==> config.mk <==
export PLATFORM = sky130hd
export DESIGN_NAME = bar_collision_scorer
export DESIGN_NICKNAME = d
export VERILOG_FILES = /design/src/rtl/bird_game_pkg.sv /design/src/rtl/bar_hit_check.sv /design/src/rtl/bar_collision_scorer.sv
export SDC_FILE = /design/constraint.sdc
export NUM_CORES = 1
export LEC_CHECK = 0
export CORE_AREA = 4 4 222 224
export CTS_BUF_LIST = sky130_fd_sc_hd__clkbuf_4 sky130_fd_sc_hd__clkbuf_8 sky130_fd_sc_hd__clkbuf_16
export CTS_CLUSTER_SIZE = 16
export DETAILED_ROUTE_END_ITERATION = 16
export DIE_AREA = 0 0 226 228
export MAX_ROUTING_LAYER = met4
export PLACE_DENSITY_LB_ADDON = 0.1
export SLEW_MARGIN = 25
export SYNTH_ARGS = -nofsm -noshare
export SYNTH_HDL_FRONTEND = slang
export SYNTH_SLANG_ARGS = --single-unit
==> constraint.sdc <==
create_clock -name clk -period 17.4 [get_ports clk]
set_input_delay 1.74 -clock clk [delete_from_list [all_inputs] [get_ports clk]]
set_output_delay 1.74 -clock clk [all_outputs]
set_load 0.02 [all_outputs]
==> src/rtl/bird_game_pkg.sv <==
// Shared geometry, state encoding and hit-source codes for the bird game.
// Used by the collision scorer and its per-bar hit checker.
package bird_game_pkg;

    localparam logic [10:0] BAR_X0    = 11'd40;
    localparam logic [10:0] BAR_PITCH = 11'd80;
    localparam logic [10:0] BAR_W     = 11'd20;
    localparam logic [10:0] BIRD_SIZE = 11'd16;
    localparam logic [10:0] SCREEN_W  = 11'd640;
    localparam logic [10:0] SCREEN_H  = 11'd480;
    localparam logic [9:0]  MAX_LEVEL = 10'd15;
    localparam int          NUM_BARS  = 8;

    localparam logic [3:0] HIT_FLOOR = 4'd8;
    localparam logic [3:0] HIT_NONE  = 4'd15;

    typedef enum logic [1:0] {
        IDLE,
        WAIT,
        SCAN,
        DEAD
    } state_e;

    function automatic logic [10:0] bar_lx(logic [2:0] idx);
        return BAR_X0 + BAR_PITCH * {8'd0, idx};
    endfunction

    // bar0 lives in the top 10 bits of the packed bus
    function automatic logic [9:0] bar_field(logic [79:0] v, logic [2:0] idx);
        logic [9:0] r;
        r = '0;
        for (int k = 0; k < NUM_BARS; k++) begin
            if (idx == 3'(k)) r = v[79-10*k -: 10];
        end
        return r;
    endfunction

endpackage

==> src/rtl/bar_hit_check.sv <==
// Combinational bird-versus-one-bar test: overlap, hit and cleared.
// A single instance is shared by all bars through the scan index mux.
module bar_hit_check
    import bird_game_pkg::*;
(
    input  logic [9:0]  pos_i,
    input  logic [9:0]  op_i,
    input  logic [10:0] lx_i,
    input  logic [9:0]  bird_x_i,
    input  logic [9:0]  bird_y_i,
    output logic        overlap_o,
    output logic        hit_o,
    output logic        cleared_o
);

    logic [10:0] bx;
    logic [10:0] by;
    logic [10:0] top;
    logic [10:0] bot;

    assign bx  = {1'b0, bird_x_i};
    assign by  = {1'b0, bird_y_i};
    assign top = {1'b0, pos_i};
    assign bot = top + {1'b0, op_i};

    assign overlap_o = (bx + BIRD_SIZE > lx_i) && (bx < lx_i + BAR_W);
    assign hit_o     = overlap_o && ((by < top) || (by + BIRD_SIZE > bot));
    assign cleared_o = bx >= lx_i + BAR_W;

endmodule

==> src/rtl/bar_collision_scorer.sv <==
// Frame-ticked collision scan, scoring, level control and game-over state.
// Optional INVINCIBLE_EN adds an `invincible` input that suppresses DEAD.
module bar_collision_scorer
    import bird_game_pkg::*;
(
    input  logic        clk,
    input  logic        rst_n,
    input  logic        frame_tick,
    input  logic        pause,
    input  logic        start,
    input  logic [9:0]  bird_x,
    input  logic [9:0]  bird_y,
    input  logic [79:0] bar_pos,
    input  logic [79:0] bar_op,
`ifdef INVINCIBLE_EN
    input  logic        invincible,
`endif
    output logic [9:0]  level,
    output logic [15:0] score,
    output logic        dead,
    output logic [3:0]  hit_src,
    output logic        level_up,
    output logic        busy
);

    state_e      state_q, state_d;
    logic [2:0]  idx_q, idx_d;
    logic [9:0]  bx_q, bx_d;
    logic [9:0]  by_q, by_d;
    logic [79:0] pos_q, pos_d;
    logic [79:0] op_q, op_d;
    logic [7:0]  passed_q, passed_d;
    logic [15:0] score_q, score_d;
    logic [9:0]  level_q, level_d;
    logic [3:0]  hit_q, hit_d;
    logic        lvl_up_q, lvl_up_d;

    logic bar_ovl, bar_hit, bar_clr;
    logic floor_hit, any_hit, inv;

`ifdef INVINCIBLE_EN
    assign inv = invincible;
`else
    assign inv = 1'b0;
`endif

    bar_hit_check u_chk (
        .pos_i     (bar_field(pos_q, idx_q)),
        .op_i      (bar_field(op_q, idx_q)),
        .lx_i      (bar_lx(idx_q)),
        .bird_x_i  (bx_q),
        .bird_y_i  (by_q),
        .overlap_o (bar_ovl),
        .hit_o     (bar_hit),
        .cleared_o (bar_clr)
    );

    assign floor_hit = (idx_q == 3'd0) && ({1'b0, by_q} + BIRD_SIZE > SCREEN_H);
    assign any_hit   = floor_hit || (bar_ovl && bar_hit);

    always_comb begin
        state_d  = state_q;
        idx_d    = idx_q;
        bx_d     = bx_q;
        by_d     = by_q;
        pos_d    = pos_q;
        op_d     = op_q;
        passed_d = passed_q;
        score_d  = score_q;
        level_d  = level_q;
        hit_d    = hit_q;
        lvl_up_d = 1'b0;
        unique case (state_q)
            IDLE, DEAD: begin
                if (start) begin
                    score_d  = '0;
                    passed_d = '0;
                    hit_d    = HIT_NONE;
                    level_d  = 10'd1;
                    state_d  = WAIT;
                end
            end
            WAIT: begin
                if (frame_tick && !pause) begin
                    bx_d    = bird_x;
                    by_d    = bird_y;
                    pos_d   = bar_pos;
                    op_d    = bar_op;
                    idx_d   = '0;
                    state_d = SCAN;
                end
            end
            SCAN: begin
                if (any_hit) hit_d = floor_hit ? HIT_FLOOR : {1'b0, idx_q};
                if (!any_hit && !passed_q[idx_q] && bar_clr) begin
                    passed_d[idx_q] = 1'b1;
                    if (score_q != 16'hFFFF) score_d = score_q + 16'd1;
                end
                if (any_hit && !inv) begin
                    state_d = DEAD;
                end else if (idx_q == 3'd7) begin
                    state_d = WAIT;
                    // final bar folds its own pass bit into the level-up test
                    if (!any_hit && passed_d == 8'hFF &&
                        {1'b0, bx_q} + BIRD_SIZE >= SCREEN_W) begin
                        if (level_q < MAX_LEVEL) level_d = level_q + 10'd1;
                        lvl_up_d = 1'b1;
                        passed_d = '0;
                    end
                end else begin
                    idx_d = idx_q + 3'd1;
                end
            end
            default: state_d = IDLE;
        endcase
    end

    always_ff @(posedge clk or negedge rst_n) begin
        if (!rst_n) begin
            state_q  <= IDLE;
            idx_q    <= '0;
            bx_q     <= '0;
            by_q     <= '0;
            pos_q    <= '0;
            op_q     <= '0;
            passed_q <= '0;
            score_q  <= '0;
            level_q  <= 10'd1;
            hit_q    <= HIT_NONE;
            lvl_up_q <= 1'b0;
        end else begin
            state_q  <= state_d;
            idx_q    <= idx_d;
            bx_q     <= bx_d;
            by_q     <= by_d;
            pos_q    <= pos_d;
            op_q     <= op_d;
            passed_q <= passed_d;
            score_q  <= score_d;
            level_q  <= level_d;
            hit_q    <= hit_d;
            lvl_up_q <= lvl_up_d;
        end
    end

    assign level    = level_q;
    assign score    = score_q;
    assign hit_src  = hit_q;
    assign level_up = lvl_up_q;
    assign dead     = (state_q == DEAD);
    assign busy     = (state_q == SCAN);

endmodule

**Word-level counts from Yosys, hierarchy flattened**

Cells that the tools add are included.

- Register bits after elaboration: 224
- Output and inout port bits: 33
- RAM bits: 0
- Memories kept: 0
- Memory bits (read-only): 0
- Logic and storage cells: 135
- Bits in latches: 0

- Mux-type cells: 54
- Add/subtract/negate cells: 8
- Magnitude comparators: 10
- Reductions and logical operators: 27
- Equality and inequality tests: 23
- Div/mod/pow operators: 0
- Bitwise logic cells: 1
- Shift operators: 0
- $mul: 1

Operators by type and width:

| kind | count |
|---|---|
| $mux W10 | 21 |
| $mux W16 | 3 |
| $mux W8 | 6 |
| $pmux W16 S2 | 1 |
| $add A10 B5 Y11 const B | 2 |
| $gt A11 B11 Y1 | 2 |
| $pmux W10 S2 | 1 |
| $add A16 B1 Y16 const B | 1 |
| $ne A16 B16 Y1 const B | 1 |
| $pmux W8 S2 | 1 |
| $eq A3 B3 Y1 const B | 4 |
| $mux W4 | 3 |
| $ne A2 B1 Y1 const B | 6 |
| $add A10 B10 Y11 | 1 |
| $add A11 B5 Y11 const B | 1 |
| $add A6 B10 Y11 const A | 1 |
| $ge A10 B11 Y1 | 1 |
| $ge A11 B10 Y1 const B | 1 |
| $gt A11 B9 Y1 const B | 1 |
| $lt A10 B11 Y1 | 1 |
| $add A10 B1 Y10 const B | 1 |
| $logic_and A1 B1 Y1 | 10 |
| $lt A10 B10 Y1 | 1 |
| $lt A10 B4 Y1 const B | 1 |
| 30 further kinds | 52 |

**Longest topological paths before layout**

Gate-level depths: netlist of the first run.

- Word-level depth: 27
- Mapped depth: 33
- Depth with buffers taken out: 29

**Hierarchy**

From an unflattened synthesis of the first run, not the netlist that was laid out.

- Cells, all modules: 1144
- Area, all modules: 12399.4 um^2

By module, submodules not included:

| module | times used | seq. area each (um^2) | area an instance (um^2) | cells an instance |
|---|---|---|---|---|
| bar_collision_scorer | 1 | 5611.6 | 10784.1 | 931 |
| bar_hit_check | 1 | 0.0 | 1615.3 | 213 |

**Worst setup path before layout of the first run**

Ideal clock, no wire load.

- Path kind: flip-flop to flip-flop
- Start: register idx_q[1]
- End: register level_q[2], in the netlist level[2]
- Setup time: 0.120 ns
- Buffers on the path: 4
- Data arrival time: 6.159 ns
- Setup slack: 11.122 ns
- Clock period less this slack: 6.278 ns
- Cell stages (with the launch flop): 32
- Cells stage by stage: dfrtp_1 buf_2 inv_1 ha_1 nor2b_1 nor2b_1 clkbuf_1 clkbuf_1 a221oi_1 o311ai_0 o21ai_0 o211ai_1 o21ai_0 o21ai_0 ha_1 a21o_1 a21oi_1 o21bai_1 a21oi_1 o21bai_1 a21oi_1 nor3_1 a311oi_1 ha_1 nor2b_1 o21ai_0 a31oi_1 o31ai_1 and4_1 clkbuf_1 nand4_1 and3b_1

- Word-level cells in the longest chain between the ends: 25
- Elaborated cells on any way between the ends: 60

Ends and longest elaborated chain:

| what | line | RTL |
|---|---|---|
| start: declaration | bar_collision_scorer.sv:27 | `logic [2:0] idx_q, idx_d;` |
| start signal: assignment | bar_collision_scorer.sv:133 | `idx_q <= idx_d;` |
| parallel branches: the longest is 24 deep, another holds $add A6 B10 Y11 | - |  |
| $reduce_and A6 Y1 (no line) (*) | - |  |
| end signal: assignment | bar_collision_scorer.sv:140 | `level_q <= level_d;` |
| end: declaration | bar_collision_scorer.sv:34 | `logic [9:0] level_q, level_d;` |

Mark *: on every way between the ends. The select of a mux whose other input is x is not followed.
A chain may end at the register's enable or synchronous reset.

**Worst setup path in the final report of the first run**

- Start: register idx_q[1]
- End: register passed_q[3]

- Word-level cells in the longest chain between the ends: 27
- Elaborated cells on any way between the ends: 60

Ends and longest elaborated chain:

| what | line | RTL |
|---|---|---|
| parallel branches: the longest is 25 deep, another holds $add A6 B10 Y11 | - |  |
| $mux W8 (*) | bar_collision_scorer.sv:99 | `if (any_hit && !inv) begin` |
| $pmux W8 S2 (*) | bar_collision_scorer.sv:73 | `unique case (state_q)` |
| end signal: assignment | bar_collision_scorer.sv:138 | `passed_q <= passed_d;` |
| end: declaration | bar_collision_scorer.sv:32 | `logic [7:0] passed_q, passed_d;` |

Marks and branches as above.

==> results of run 1 <==
==> final timing paths <==
kind                       slack [ns]          end  startpoint  cells after the start
max reg2reg                     10.07  passed_q[3]    idx_q[1]                     29
min                              0.50     op_q[11]    op_q[11]                      1
min reg2reg                      0.50     op_q[11]    op_q[11]                      1
min in group asynchronous        1.21     level[8]       rst_n                      1
max                             10.07  passed_q[3]    idx_q[1]                     29
max in group asynchronous       14.71     op_q[34]       rst_n                      2
==> state kept, by name, indices dropped and copies added (netlist names), 4 cells and up <==
signal / cells
level: 10
pos_q: 80
score: 16
bx_q: 10
hit_src: 4
by_q: 10
op_q: 80
passed_q: 8
==> layout make-up <==
cell class                 instances  share of cell area (%)
multi-input combinational        814                   38.84
antenna                            3                 0.04684
timing repair buffer             233                   14.54
sequential                       224                   35.01
tap                              615                   4.801
inverter                          39                  0.9134
clock inverter                    10                  0.6558
clock buffer                      39                   5.192
==> stage by stage <==
step                hold WS [ns]  instance area, sq um
floorplan                 0.4699                 12210
global placement          0.4833                 15050
detailed placement        0.4877                 15050
CTS                       0.5013                 15990
global route              0.5062                 16030
finish                    0.4959                 16030
==> logic make-up (layout without fill, tap and decap cells) <==
kind of cell / count (synthesis) / count (layout) / synth area share (%)
compound gates: 238 / 238 / 13.05
buf+inv: 99 / 321 / 3.135
xor+xnor: 29 / 29 / 2.080
mux: 192 / 192 / 17.85
simple gates: 290 / 290 / 11.21
fa+ha+maj: 65 / 65 / 6.721
other cells: 0 / 3 / 0
flops: 224 / 224 / 45.95
==> cells in the mapped netlist, types with 5 or more instances <==
| cell | number | area [sq um] |
|---|---|---|
| dfrtp_1 | 219 | 5480 |
| mux2_2 | 183 | 2061 |
| nand2_1 | 97 | 364.1 |
| nor2_1 | 83 | 311.6 |
| o21ai_0 | 68 | 340.3 |
| ha_1 | 64 | 800.8 |
| clkbuf_1 | 55 | 206.5 |
| a21oi_1 | 44 | 220.2 |
| inv_1 | 39 | 146.4 |
| o211ai_1 | 25 | 187.7 |
| nand3_1 | 23 | 115.1 |
| o311ai_0 | 22 | 192.7 |
| a221oi_1 | 20 | 175.2 |
| nor2b_1 | 15 | 93.84 |
| xor2_1 | 15 | 131.4 |
| nand4_1 | 14 | 87.58 |
| xnor2_1 | 14 | 122.6 |
| nor3_1 | 12 | 60.06 |
| nand2b_1 | 10 | 62.56 |
| a22o_1 | 8 | 70.07 |
| mux2i_1 | 7 | 70.07 |
| nor4_1 | 7 | 43.79 |
| a22oi_1 | 6 | 45.04 |
| o21a_1 | 6 | 45.04 |
| or3_1 | 6 | 37.54 |
| and3_1 | 5 | 31.28 |
| dfstp_2 | 5 | 131.4 |
==> routing by layer <==
layer	vias up	share of wire, %
met3	47	4.2
met4	0	1.4
met2	205	46
li1	4561	-
met5	-	0
met1	4582	49
==> power groups by stage <==
stage / registers (W) / logic (W) / clock network (W)
floorplan: 0.000850 / 0.00101 / 0
global placement: 0.000916 / 0.00139 / 0
detailed placement: 0.000919 / 0.00140 / 0
CTS: 0.000911 / 0.00141 / 0.000618
global route: 0.000940 / 0.00157 / 0.000637
finish: 0.000908 / 0.00139 / 0.000593
==> metrics, run 1 <==
Switching Fraction=39.04%; Slew Viols, Final=0; final hold vios=0; worst slack, placed=9.994 ns; GRT Total Usage=15.61%; Starting Density=25.79%; Async SR Flop Fraction=100.0%; H-tree Lvls=1; vias per cell=4.752; maxcap violations=0; Placed Instances=1,924; Setup Fix Bufs, Post-CTS=0; crit start category=register; commonest non-fill, non-tap cell in the layout=dfrtp_1; CTS Hold Bufs=0; worst endpoint required time=17.81 ns; Worst VDD drop=0.09103 mV; met2 Use GR=24.05%; worst-skew pair later-pin latency=0.55 ns; internal power=0.001761 W; DRT Pass-1 Iters=5; routability congestion estimate=0.7999; Fmax=136.4 MHz; combinational group share of total power=48.0%; Filler Cell Count=4,818; Die Wd=226 um; cells after synthesis=1,137; largest net degree at the start of global routing=181; Final ANT Viol Nets=0; syn nets=1,387; status=completed; total power=0.002889 W; Synth cell types=62; Critical Path Sink Type=register; worst min path class=reg -> reg; 1st-iter DRT viols=474; met1 global-route usage=21.96%; NetSw=0.001128 W; CTS resizes=0; die area=0.05153 sq mm; slowest cell on the critical path=o31ai_1; IO Port Bufs=217; EDFF count, synth=0; Least-Margin Pin Slew=0.9125 ns; multi-input logic area=0.006225 sq mm; setup repair after global routing missed its margin=false; most frequent cells in the layout=219 x dfrtp_1, 216 x clkdlybuf4s50_1, 183 x mux2_2, 97 x nand2_1, 82 x nor2_1; M3 GR Usage=2.623%; final setup TNS=0 ns; Post-DP HPWL=29,120 um; Bufs and invs on worst path=2; register area share after synthesis=45.95%; most repeated library cell on the critical path=a21oi_1; Syn Area/Cell=10.74 sq um; Slew HR=39.16%; Final WS setup=10.07 ns; CTS tree=built; largest fanout on the critical path=19; CP top delay family=compound AO/OA/AOI/OAI gates; CP Data Arrival Time=7.74 ns; Lkg Pwr=6.574 nW; num ports=218; Worst path max stage delay=0.65 ns; first-pass GRT wire length=61,070 um; Register Area=0.005612 sq mm; CTS Sinks=224; grt ovf=0; cts bufs inserted=28; synth warn=0; total length of routed wires=39,730 um; WS Path Type=reg -> reg; power per cell area=180.2 mW/mm^2; Final Cycle Share=42.13%; post-route non-filler standard cell count=1,977; DR WL/cell=20.10 um; P&R area growth vs syn=31.24%; post-route minimum period=7.331 ns; global routing's busiest layer=met2; Nets=1,590; post-route DRC violation count=0; Die Ht=228 um; Vias=9,395; vias in the first global route=9,875; core area=0.04735 sq mm; antenna violations before repair=3; Clk pwr share=20.5%; clk slew on worst S/H paths=0.06 ns; share of layout cells above drive strength 1=19.28%; worst-case clock skew=0.01110 ns; mapped cell area=0.01221 sq mm; Most used DFF post-synth=dfrtp_1; Clock Path Buffers=3; Reg power frac=31.4%; Placement Rows=80; FF+latch count, synth=224; Root Driver=clkbuf_16; endpoints failing setup=0; Util after Layout=33.85%
(Power assumes the default switching activity.)
==> run 2, diff against run 1 <==
==> constraint.sdc (replaced) <==
create_clock -name clk -period 5.91 [get_ports clk]
set_input_delay 0.591 -clock clk [delete_from_list [all_inputs] [get_ports clk]]
set_output_delay 0.591 -clock clk [all_outputs]
set_load 0.02 [all_outputs]
==> metrics, run 2 (synthesized netlist as in run 1, its figures left out) <==
status=completed (unchanged); Final Cycle Share=94.83% (was 42.13%); core area=0.04735 sq mm (unchanged); internal power=0.005726 W (was 0.001761 W); WS Path Type=reg -> reg (unchanged); worst endpoint required time=6.38 ns (was 17.81 ns); Fmax=178.4 MHz (was 136.4 MHz); worst-case clock skew=0.01909 ns (was 0.01110 ns); DRT Pass-1 Iters=5 (unchanged); GRT Total Usage=15.63% (was 15.61%); routability congestion estimate=0.8496 (was 0.7999); 1st-iter DRT viols=442 (was 474); vias per cell=4.760 (was 4.752); Nets=1,638 (was 1,590); Clk pwr share=21.9% (was 20.5%); IO Port Bufs=217 (unchanged); power per cell area=554.6 mW/mm^2 (was 180.2 mW/mm^2); largest net degree at the start of global routing=131 (was 181); largest fanout on the critical path=19 (unchanged); num ports=218 (unchanged); first-pass GRT wire length=61,240 um (was 61,070 um); worst-skew pair later-pin latency=0.58 ns (was 0.55 ns); maxcap violations=0 (unchanged); most repeated library cell on the critical path=a21oi_2 (was a21oi_1); share of layout cells above drive strength 1=23.80% (was 19.28%); Critical Path Sink Type=register (unchanged); antenna violations before repair=1 (was 3); Vias=9,654 (was 9,395); Slew Viols, Final=0 (unchanged); Switching Fraction=38.17% (was 39.04%); post-route minimum period=5.604 ns (was 7.331 ns); H-tree Lvls=1 (unchanged); Root Driver=clkbuf_16 (unchanged); Worst VDD drop=0.2530 mV (was 0.09103 mV); Reg power frac=29.0% (was 31.4%); P&R area growth vs syn=36.72% (was 31.24%); Die Wd=226 um (unchanged); Post-DP HPWL=29,850 um (was 29,120 um); die area=0.05153 sq mm (unchanged); most frequent cells in the layout=219 x dfrtp_1, 216 x clkdlybuf4s50_1, 183 x mux2_2, 97 x nand2_1, 83 x nor2_1 (was 219 x dfrtp_1, 216 x clkdlybuf4s50_1, 183 x mux2_2, 97 x nand2_1, 82 x nor2_1); post-route DRC violation count=0 (unchanged); Starting Density=25.79% (unchanged); clk slew on worst S/H paths=0.06 ns (about the same); final setup TNS=0 ns (unchanged); Final ANT Viol Nets=0 (unchanged); slowest cell on the critical path=fa_1 (was o31ai_1); CTS tree=built (unchanged); total length of routed wires=40,030 um (was 39,730 um); vias in the first global route=10,020 (was 9,875); internal reg-to-reg setup slack=0.31 ns (was 10.07 ns); Lkg Pwr=6.911 nW (was 6.574 nW); Clock Path Buffers=3 (unchanged); CTS Hold Bufs=0 (unchanged); crit start category=register (unchanged); Die Ht=228 um (unchanged); combinational group share of total power=49.1% (was 48.0%); Filler Cell Count=4,758 (was 4,818); Placement Rows=80 (unchanged); CTS Sinks=224 (unchanged); worst min path class=in -> async (was reg -> reg); cts bufs inserted=30 (was 28); commonest non-fill, non-tap cell in the layout=dfrtp_1 (unchanged); total power=0.009260 W (was 0.002889 W); DR WL/cell=19.74 um (was 20.10 um); Slew HR=32.65% (was 39.16%); CP Data Arrival Time=6.08 ns (was 7.74 ns); final hold vios=0 (unchanged); Least-Margin Pin Slew=1.010 ns (was 0.9125 ns); endpoints failing setup=0 (unchanged); grt ovf=0 (unchanged); NetSw=0.003534 W (was 0.001128 W); Worst path max stage delay=0.43 ns (was 0.65 ns)
-- run 2: cell count changes in the layout (fill, tap and decap cells not counted), sizes merged --
cell,previous run,this run
diode,3,1
clkinvlp,2,3
bufinv,2,6
buf,17,63
clkinv,6,10
clkbuf,39,37
-- run 2: power groups by stage --
| stage | Combinational [W] | Clock, W | Sequential, W |
|---|---|---|---|
| after floorplan | 0.00300 | 0 | 0.00250 |
| after global placement | 0.00436 | 0 | 0.00272 |
| after detailed placement | 0.00443 | 0 | 0.00271 |
| after CTS | 0.00446 | 0.00209 | 0.00268 |
| after global routing | 0.00511 | 0.00215 | 0.00277 |
| final | 0.00455 | 0.00202 | 0.00269 |
-- run 2: worst paths after layout --
| path | start | to | cells past startpoint |
|---|---|---|---|
| setup / recovery | idx_q[0] | hit_src[1] | 29 |
| hold / removal | rst_n | level[7] | 1 |
| setup reg to reg | idx_q[0] | hit_src[1] | 29 |
| hold reg to reg | pos_q[39] | pos_q[39] | 1 |
| max in group asynchronous | rst_n | op_q[78] | 2 |
| min in group clk | pos_q[39] | pos_q[39] | 1 |
-- run 2: per-layer routing --
metal	share of wire [%]	GRT usage, %	vias up
li1	-	-	4644
met1	49	22.32	4766
met2	45	23.61	200
met3	3.9	2.558	44
met4	1.9	3.005	0
met5	0	-	-
-- run 2: stage by stage --
step                hold slack (ns)  utilization (%)  instances  setup WS (ns)  area [sq um]
finish                      0.05937            35.26       2028         0.3056         16700
global route                 0.1133            35.26       2028       -0.06142         16700
detailed placement           0.4883            32.63       1968        0.02799         15450
global placement             0.4831            32.63       1968        0.02805         15450
floorplan                    0.2954                -       1137        0.01902         12220
CTS                         0.07463            34.99       2024        0.01629         16570
-- run 2: repair_timing --
action | CTS | global route
setup buffers | 0 | 3
resized for setup | 1 | 36
endpoints found under the setup margin | 2 | 23
pin swaps | 0 | 8
-- run 2: cell type report --
cell class	count	area, sq um	area share, %
antenna	1	2.502	0.01499
timing repair buffer	279	2721	16.30
sequential	224	5612	33.61
inverter	39	146.4	0.8768
clock buffer	37	840.8	5.036
multi-input combinational	814	6329	37.90
tap	615	769.5	4.609
clock inverter	19	275.3	1.649
-- run 2: critical path: cells and delay by family (launching register included) --
kind	cells	cell delay [ns]
and+or+nand+nor	4	0.51
AOI/OAI and AO/OA	18	3.19
muxes	1	0.13
buffers and inverters	3	0.40
DFF	1	0.35
adders and majority gates	3	0.92
==> run 3, diff against run 2 <==
--- a/config.mk
+++ b/config.mk
@@ -5,6 +5,7 @@
 export SDC_FILE = /design/constraint.sdc
 export NUM_CORES = 1
 export LEC_CHECK = 0
+export ABC_CLOCK_PERIOD_IN_PS = 5910
 export CORE_AREA = 4 4 222 224
 export CTS_BUF_LIST = sky130_fd_sc_hd__clkbuf_4 sky130_fd_sc_hd__clkbuf_8 sky130_fd_sc_hd__clkbuf_16
 export CTS_CLUSTER_SIZE = 16
==> results of run 3 <==
Final layout, timing and power as in run 2 (identical DEF).
